===== src/rtl/cache_arbiter.sv =====
// cache_arbiter
// Shares one physical-memory port between the I-cache and D-cache miss
// paths. One requester is granted at a time; its address, write data and
// op are latched on grant, the memory request is held until pmem_resp, and
// the response is steered only to the granted cache. Every transaction is
// followed by at least one IDLE cycle.
//
// Optional feature: define CACHE_ARBITER_RR_EN for round-robin tie breaking
// (tie goes to the cache not served last). Default build uses fixed
// priority, with the D-cache winning ties.
//
// Ports:
//   clk, rst                          clock, async active-high reset
//   i_read, i_address                 I-cache line-read request
//   i_rdata, i_resp                   I-cache read line / completion pulse
//   d_read, d_write, d_address,
//   d_wdata                           D-cache line read / writeback request
//   d_rdata, d_resp                   D-cache read line / completion pulse
//   pmem_read, pmem_write,
//   pmem_address, pmem_wdata          memory request (address/data registered)
//   pmem_rdata, pmem_resp             memory read line / completion
module cache_arbiter #(
  parameter int unsigned LINE_W = 256,
  parameter int unsigned ADDR_W = 32
) (
  input  logic              clk,
  input  logic              rst,
  input  logic              i_read,
  input  logic [ADDR_W-1:0] i_address,
  output logic [LINE_W-1:0] i_rdata,
  output logic              i_resp,
  input  logic              d_read,
  input  logic              d_write,
  input  logic [ADDR_W-1:0] d_address,
  input  logic [LINE_W-1:0] d_wdata,
  output logic [LINE_W-1:0] d_rdata,
  output logic              d_resp,
  output logic              pmem_read,
  output logic              pmem_write,
  output logic [ADDR_W-1:0] pmem_address,
  output logic [LINE_W-1:0] pmem_wdata,
  input  logic [LINE_W-1:0] pmem_rdata,
  input  logic              pmem_resp
);

  typedef enum logic [1:0] {
    IDLE    = 2'd0,
    SERVE_I = 2'd1,
    SERVE_D = 2'd2
  } state_e;

  state_e            state_q, state_d;
  logic              op_wr_q, op_wr_d;
  logic [ADDR_W-1:0] addr_q,  addr_d;
  logic [LINE_W-1:0] wdata_q, wdata_d;

  logic d_req_c;
  logic grant_d_c;
  logic grant_i_c;
  logic grant_c;

  // Grant decision, only acted upon in IDLE
  assign d_req_c = d_read | d_write;

`ifdef CACHE_ARBITER_RR_EN
  // 1 = D-cache was granted last; reset to D so the first tie goes to I
  logic last_grant_q, last_grant_d;

  assign grant_d_c = d_req_c & (~i_read | ~last_grant_q);

  always_comb begin
    last_grant_d = last_grant_q;
    if ((state_q == IDLE) && grant_c) begin
      last_grant_d = grant_d_c;
    end
  end

  always_ff @(posedge clk or posedge rst) begin
    if (rst) begin
      last_grant_q <= 1'b1;
    end else begin
      last_grant_q <= last_grant_d;
    end
  end
`else
  assign grant_d_c = d_req_c;
`endif

  assign grant_i_c = i_read & ~grant_d_c;
  assign grant_c   = grant_d_c | grant_i_c;

  // State register
  always_ff @(posedge clk or posedge rst) begin
    if (rst) begin
      state_q <= IDLE;
    end else begin
      state_q <= state_d;
    end
  end

  // Next-state logic
  always_comb begin
    state_d = state_q;
    unique case (state_q)
      IDLE: begin
        if (grant_d_c) begin
          state_d = SERVE_D;
        end else if (grant_i_c) begin
          state_d = SERVE_I;
        end
      end
      SERVE_I, SERVE_D: begin
        if (pmem_resp) begin
          state_d = IDLE;
        end
      end
      default: state_d = IDLE;
    endcase
  end

  // Request capture on grant; held for the whole transaction
  always_comb begin
    addr_d  = addr_q;
    wdata_d = wdata_q;
    op_wr_d = op_wr_q;
    if ((state_q == IDLE) && grant_c) begin
      addr_d  = grant_d_c ? d_address : i_address;
      // d_write dominates an illegal simultaneous d_read
      op_wr_d = grant_d_c & d_write;
      if (grant_d_c && d_write) begin
        wdata_d = d_wdata;
      end
    end
  end

  always_ff @(posedge clk or posedge rst) begin
    if (rst) begin
      addr_q  <= '0;
      wdata_q <= '0;
      op_wr_q <= 1'b0;
    end else begin
      addr_q  <= addr_d;
      wdata_q <= wdata_d;
      op_wr_q <= op_wr_d;
    end
  end

  // Output decode; responses are steered to the granted cache only
  always_comb begin
    pmem_read  = 1'b0;
    pmem_write = 1'b0;
    i_resp     = 1'b0;
    d_resp     = 1'b0;
    unique case (state_q)
      SERVE_I: begin
        pmem_read = 1'b1;
        i_resp    = pmem_resp;
      end
      SERVE_D: begin
        pmem_read  = ~op_wr_q;
        pmem_write = op_wr_q;
        d_resp     = pmem_resp;
      end
      default: ;
    endcase
  end

  assign pmem_address = addr_q;
  assign pmem_wdata   = wdata_q;
  assign i_rdata      = pmem_rdata;
  assign d_rdata      = pmem_rdata;

`ifndef SYNTHESIS
  a_d_rw_exclusive: assert property (@(posedge clk) disable iff (rst) !(d_read && d_write))
    else $warning("cache_arbiter: d_read and d_write both high, write issued");
`endif

endmodule


===== config.mk =====
export PLATFORM = sky130hd
export DESIGN_NAME = cache_arbiter
export DESIGN_NICKNAME = d
export VERILOG_FILES = /design/src/rtl/cache_arbiter.sv
export SDC_FILE = /design/constraint.sdc
export NUM_CORES = 1
export LEC_CHECK = 0
export BUFFER_PORTS_ARGS = -buffer_cell sky130_fd_sc_hd__buf_2
export CAP_MARGIN = 5
export CORE_AREA = 8 8 527 529
export DETAILED_ROUTE_END_ITERATION = 8
export DIE_AREA = 0 0 535 537
export HOLD_SLACK_MARGIN = 0.02
export PLACE_DENSITY_LB_ADDON = 0.12
export SYNTH_ARGS = -nofsm -noshare
export SYNTH_HDL_FRONTEND = slang
export SYNTH_SLANG_ARGS = --single-unit

===== constraint.sdc =====
create_clock -name clk -period 23.9 [get_ports clk]
set_input_delay 4.78 -clock clk [delete_from_list [all_inputs] [get_ports clk]]
set_output_delay 4.78 -clock clk [all_outputs]
set_load 0.01 [all_outputs]

==> results.toml, run 1 <==
[sta]
timing.hold.ws_ps = 471
relSlewSlack_pct = 38.1
rsz0062_at_grt = "false"
fmax_mhz = 100
skew_ps = 46.3
period_minus_slack_ps = 9950
hold_violations = 0
period_share_pct = 41.6
tightest_slew_ps = 928
finalSetupViolations = 0
drv_slew = 0
timing.setup.tns_ps = 0

[finish]
nNetsFinal = 1934
drive_gt1_share_pct = 70.0
area_growth_pct = 32.9

[worst_setup_path]
crit_required_ps = 19120
worst_setup_path_end_kind = "primary output"
crit_path_cell_trace = "buf_2 -> and2_1 -> buf_2"
cp_num_buf_inv = 2
crit_arrival_ps = 5170
worstSetupPathType = "primary input to primary output"
slowest_delay_ps = 140
path_delay_family = "buffers and inverters"
path_max_fanout = 3
startpoint_type = "primary input"
crit_path_top_delay_cell = "and2_1"
cp_common_cell = "buf_2"

[detailed_routing]
first_pass_iters = 4
vias = 9195
drc = 0
ant_nets = 0
route.final.wire_length_um = 99100
drt-vias-per-instance = 1.85
drt_iter0_drc = 296
post_drt_wl_per_cell_um = 20.0

[floorplan]
die_height_um = 537
ioPinCount = 1386
fp.dieW_um = 535
initial_core_util_pct = 5.94
die_area_sq_mm = 0.287
core_area_sq_mm = 0.269
num_rows = 191

[cts]
clock_latency_ps = 680
cts-htree-levels = 2
cts-resized-gates = 0
cts_buffers = 51
cts_sinks = 291
cts_tree = "yes"
cts_hold_buf = 0
clk_pin_slew_ps = 60
post-cts-setup-buffers = 0
clock_path_buffers = 3
clockRootBuffer = "clkbuf_16"

[grt]
grt.overflow.total = 0
grt_max_degree = 96
grt.total_usage_pct = 6.58
antenna_found_initial = 60
grt_pass1_vias = 9979
grt_pass1_wl_um = 123000

[run]
cap_violations = 0

[logic_synthesis]
yosys_warnings = 0
synthCells = 1215
synth_cell_types = 22
ys_ff_latch = 291
syn_nets = 1800
syn_area_sq_mm = 0.0160
yosysSeqAreaShare_pct = 45.6
synth_area_per_cell_sq_um = 13.2

[hold_path]
hp-class = "flip-flop to flip-flop"

[place]
hpwl_um = 82100
place.gp.congestion = 0.725
numPortBuffers = 617

[status]
outcome = "finished clean"

[power_and_ir_drop]
p_switching_uw = 1190
power_uw = 3010
seq_power_share_pct = 29.5
vdd_drop_max_mv = 0.0541
p_clk_share_pct = 27.3
power_density_mw_per_mm2 = 142
p_int_uw = 1820
p_sw_share_pct = 39.6
p_leak_uw = 0.00928
power_frac_comb_pct = 43.2
## cell type report
cell class	count	area, sq um
Tap cell	3570	4470
Fill cell	31300	248000
Antenna cell	7	17.5
Clock buffer	70	1420
Sequential cell	291	7280
Timing Repair Buffer	631	3190
Inverter	3	18.8
Clock inverter	22	339
Multi-Input combinational cell	371	4510
## power by group through the flow
stage	combinational, uW	clock, uW	sequential [uW]
6_report	1300	820	888
5_1_grt	1430	890	926
4_1_cts	1370	885	893
3_5_place_dp	1360	0	900
3_3_place_gp	1370	0	897
2_1_floorplan	644	0	1000
## Yosys cell counts
master    number  area share (%)
inv_1          3           0.070
nand2_2        1           0.039
nor2_4         1           0.070
o31ai_1        1           0.047
dfrtp_1      291              46
o21ai_0       32             1.0
buf_2          5            0.16
o22ai_1        1           0.039
clkbuf_1       1           0.023
ha_1           3            0.23
buf_4        518              24
and2_1         3            0.12
nor2b_1        2           0.078
buf_6         26             1.8
a22o_1         1           0.055
mux2_2        27             1.9
nand2_1       34            0.80
o21a_1         1           0.047
nand2b_1       1           0.039
mux2_4       229              22
mux2i_1       32             2.0
a21oi_1        2           0.063
## placed cells by master (no fill, tap or decap)
master and count:
clkinv_2 11, a22o_1 1, o21a_1 1, nand2b_1 1, dfrtp_1 291, inv_1 2
inv_16 1, inv_8 1, clkinv_16 1, mux2i_1 32, clkbuf_8 7, a21oi_1 2
bufinv_16 7, mux2_4 229, nand2_1 34, clkinvlp_4 1, clkbuf_1 12, o22ai_1 1
o31ai_4 1, diode_2 7, buf_4 14, clkinv_8 1, ha_1 3, and2_1 3
nand2_8 1, mux2_2 27, buf_2 617, clkbuf_16 51, o21ai_0 32, nor2_4 1
nor2b_1 2
## registers in the layout (all words and copies together), names as in the netlist
name / count
op_wr_q: 1
state_q: 2
pmem_address: 32
pmem_wdata: 256
## through the flow
stage	worst slack [ps]	cell area [sq um]	utilization (%)	cells
3_3_place_gp	13920	19500	7.23	4866
3_5_place_dp	13950	19500	7.23	4866
4_1_cts	13950	21200	7.88	4958
6_report	13950	21200	7.89	4965
2_1_floorplan	11090	16000	-	1215
5_1_grt	13920	21200	7.88	4959
## kinds of logic (layout without fill, tap and decap cells)
| kind of cell | Yosys count | in the layout | share of synthesized area [%] |
|---|---|---|---|
| buf+inv | 553 | 726 | 26.4 |
| flops | 291 | 291 | 45.6 |
| mux | 288 | 288 | 25.4 |
| simple gates | 42 | 42 | 1.14 |
| compound gates | 38 | 38 | 1.25 |
| fa+ha+maj | 3 | 3 | 0.235 |
| other cells | 0 | 7 | 0 |
## per-layer routing
metal	GRT usage (%)	part of all wire, %
met3	4.60	16
met2	9.42	40
met4	2.35	4.0
met1	7.66	40
met5	0	0
## worst paths after layout
path	start	cells past startpoint	to	slack (ps)
worst max-delay path	pmem_resp	3	i_resp	13950
worst min-delay path	pmem_address[2]$_DFFE_PP0P_	2	pmem_address[2]$_DFFE_PP0P_	470
max in group asynchronous	rst	4	pmem_wdata[119]$_DFFE_PP0P_	17450
worst min register to register	pmem_address[2]$_DFFE_PP0P_	2	pmem_address[2]$_DFFE_PP0P_	470
worst max register to register	state_q[1]$_DFFE_PP0P_	7	pmem_wdata[151]$_DFFE_PP0P_	19530
min in group asynchronous	rst	2	pmem_wdata[44]$_DFFE_PP0P_	4240
## worst min-delay path: stages, from the launching register on
cell     delay, ps
dfrtp_1        330
nand2_1         50
o21ai_0         60
Power figures use the tool's default switching activity.
==> inputs of run 2 (changes only) <==
Settings changed: ABC_AREA set to 1, CORE_AREA 8 8 527 529 to 8 8 534 536, DIE_AREA 0 0 535 537 to 0 0 542 544.
Clock period 23.9 ns to 9.6 ns, I/O delays scaled along.
==> results.toml, run 2 <==
[worst_setup_path]
startpoint_type = "primary input"
path_max_fanout = 154
crit_arrival_ps = 4850
crit_required_ps = 10220
worst_setup_path_end_kind = "flip-flop"
worstSetupPathType = "primary input to flip-flop"
reg2reg_from = "state_q[0]$_DFFE_PP0P_"
reg2reg_depth = 6
r2r_setup_slack_ps = 6620
reg2reg_to = "pmem_wdata[56]$_DFFE_PP0P_"

[finish]
drive_gt1_share_pct = 36.0
fill_cells = 32800
final_area_sq_mm = 0.0215
final_common_cell = "nand2_1"
area_growth_pct = 32.9
layout_common_cells = "nand2_1 (715), buf_2 (616), dfrtp_1 (291)"
nNetsFinal = 2563
largest_reg_flops = 256

[floorplan]
die_height_um = 544
num_rows = 194
fp.dieW_um = 542
core_area_sq_mm = 0.277
ioPinCount = 1386
initial_core_util_pct = 5.84
die_area_sq_mm = 0.295

[place]
numPortBuffers = 617
postPlaceCellArea_sq_mm = 0.0198
dp_slack_ps = 4480
place.gp.congestion = 0.697
hpwl_um = 112000

[logic_synthesis]
synth_edf_count = 0
async_flop_share_pct = 100
synth_top_area_share_pct = 45.0
yosysSeqAreaShare_pct = 45.0
synth_cell_types = 15
synthFlopType = "dfrtp_1"
synthCells = 1925
netlist_top_cells_area = "dfrtp_1 (45%), buf_4 (25%), nand2_1 (17%)"
syn_nets = 2510
ys_top_cells_by_count = "nand2_1 (717), buf_4 (533), dfrtp_1 (291)"
yosysMostFrequentCell = "nand2_1"
synth_area_per_cell_sq_um = 8.40
netlist.top_cell.by_area = "dfrtp_1"
yosys_warnings = 0
syn_area_sq_mm = 0.0162
ys_ff_latch = 291

[detailed_routing]
route.final.wire_length_um = 138000
drc = 0
drt-vias-per-instance = 2.35
post_drt_wl_per_cell_um = 24.0
vias = 13500
drt_iter0_drc = 505
ant_nets = 0
first_pass_iters = 4

[sta]
timing.setup.tns_ps = 0
hold_violations = 0
period_share_pct = 44.1
relSlewSlack_pct = 24.9
period_minus_slack_ps = 4240
rsz0062_at_grt = "false"
fmax_mhz = 236
worst_slack_ps = 5360
tightest_slew_ps = 1130
drv_slew = 0
finalSetupViolations = 0
skew_ps = 34.4

[run]
cap_violations = 0

[hold_path]
hp-class = "flip-flop to flip-flop"
hold_path_depth = 2
min-delay-start = "pmem_wdata[127]$_DFFE_PP0P_"
hold_end = "pmem_wdata[127]$_DFFE_PP0P_"

[power_and_ir_drop]
p_leak_uw = 0.0100
seq_power_share_pct = 30.6
power_uw = 6980
p_switching_uw = 3210
p_sw_share_pct = 46.1
p_clk_share_pct = 28.5
power_density_mw_per_mm2 = 325
vdd_drop_max_mv = 0.149
p_int_uw = 3760
power_frac_comb_pct = 40.9

[grt]
grt.overflow.total = 0
grt_max_degree = 155
grt.total_usage_pct = 8.95
grt_pass1_vias = 14700
antenna_found_initial = 51
grt_pass1_wl_um = 173000

[cts]
cts_hold_buf = 0
cts_sinks = 291
cts_buffers = 51
cts-resized-gates = 0
cts_tree = "yes"
cts-htree-levels = 2
clock_path_buffers = 3
clock_latency_ps = 710
clockRootBuffer = "clkbuf_16"
clk_pin_slew_ps = 50
post-cts-setup-buffers = 0

[status]
outcome = "finished clean"
run 2: power by group through the flow:
stage	Sequential [uW]	Clock [uW]	Combinational [uW]
global placement	2170	0	3050
floorplan	2400	0	1100
global route	2220	2170	3270
detailed placement	2160	0	3050
CTS	2150	2160	3060
finish	2130	1990	2850
run 2: worst max-delay path, stage by stage:
cell,delay [ps]
buf_8,200
nor2_8,570
nand2_8,440
nand3_4,440
buf_12,540
nand2_1,120
nand2_1,110
run 2: routing by layer:
| layer | track usage [%] | wire length, um |
|---|---|---|
| met1 | 8.02 | 43000 |
| met2 | 14.2 | 61300 |
| met3 | 7.66 | 26100 |
| met4 | 4.29 | 7440 |
| met5 | 0 | 135 |
run 2: kinds of logic after synthesis:
kind of cell / Yosys count / synth area share (%)
adder cells (fa/ha/maj): 3 / 0.232
flip-flops: 291 / 45.0
buffers and inverters: 650 / 27.8
AO/OA/AOI/OAI: 1 / 0.0464
AND/OR/NAND/NOR: 980 / 26.9
run 2: metrics by stage:
step | std cells | utilization [%] | hold slack (ps)
2_1_floorplan | 1925 | - | 464
3_3_place_gp | 5649 | 7.13 | 449
3_5_place_dp | 5649 | 7.13 | 453
4_1_cts | 5736 | 7.75 | 468
5_1_grt | 5738 | 7.75 | 474
6_report | 5742 | 7.76 | 461
run 2: layout make-up:
class	instances	area, sq um	area share (%)
diodes	6	15.0	0.0698
clock buffers	72	1480	6.86
clock inverters	15	255	1.19
inverters	12	48.8	0.227
multi-input cells	984	4430	20.6
flip-flops and latches	291	7280	33.9
well taps	3724	4660	21.7
repair buffers	638	3330	15.5
run 2: worst max-delay path by stage:
stage,start,slack (ps),end,cells after the start
after floorplan,rst,3820,op_wr_q$_DFFE_PP0P_,1
after global placement,d_write,4510,pmem_address[3]$_DFFE_PP0P_,9
after detailed placement,d_write,4480,pmem_address[3]$_DFFE_PP0P_,9
after CTS,d_write,5320,pmem_address[3]$_DFFE_PP0P_,9
after global routing,d_write,5190,pmem_wdata[31]$_DFFE_PP0P_,7
final,d_write,5360,pmem_wdata[187]$_DFFE_PP0P_,7
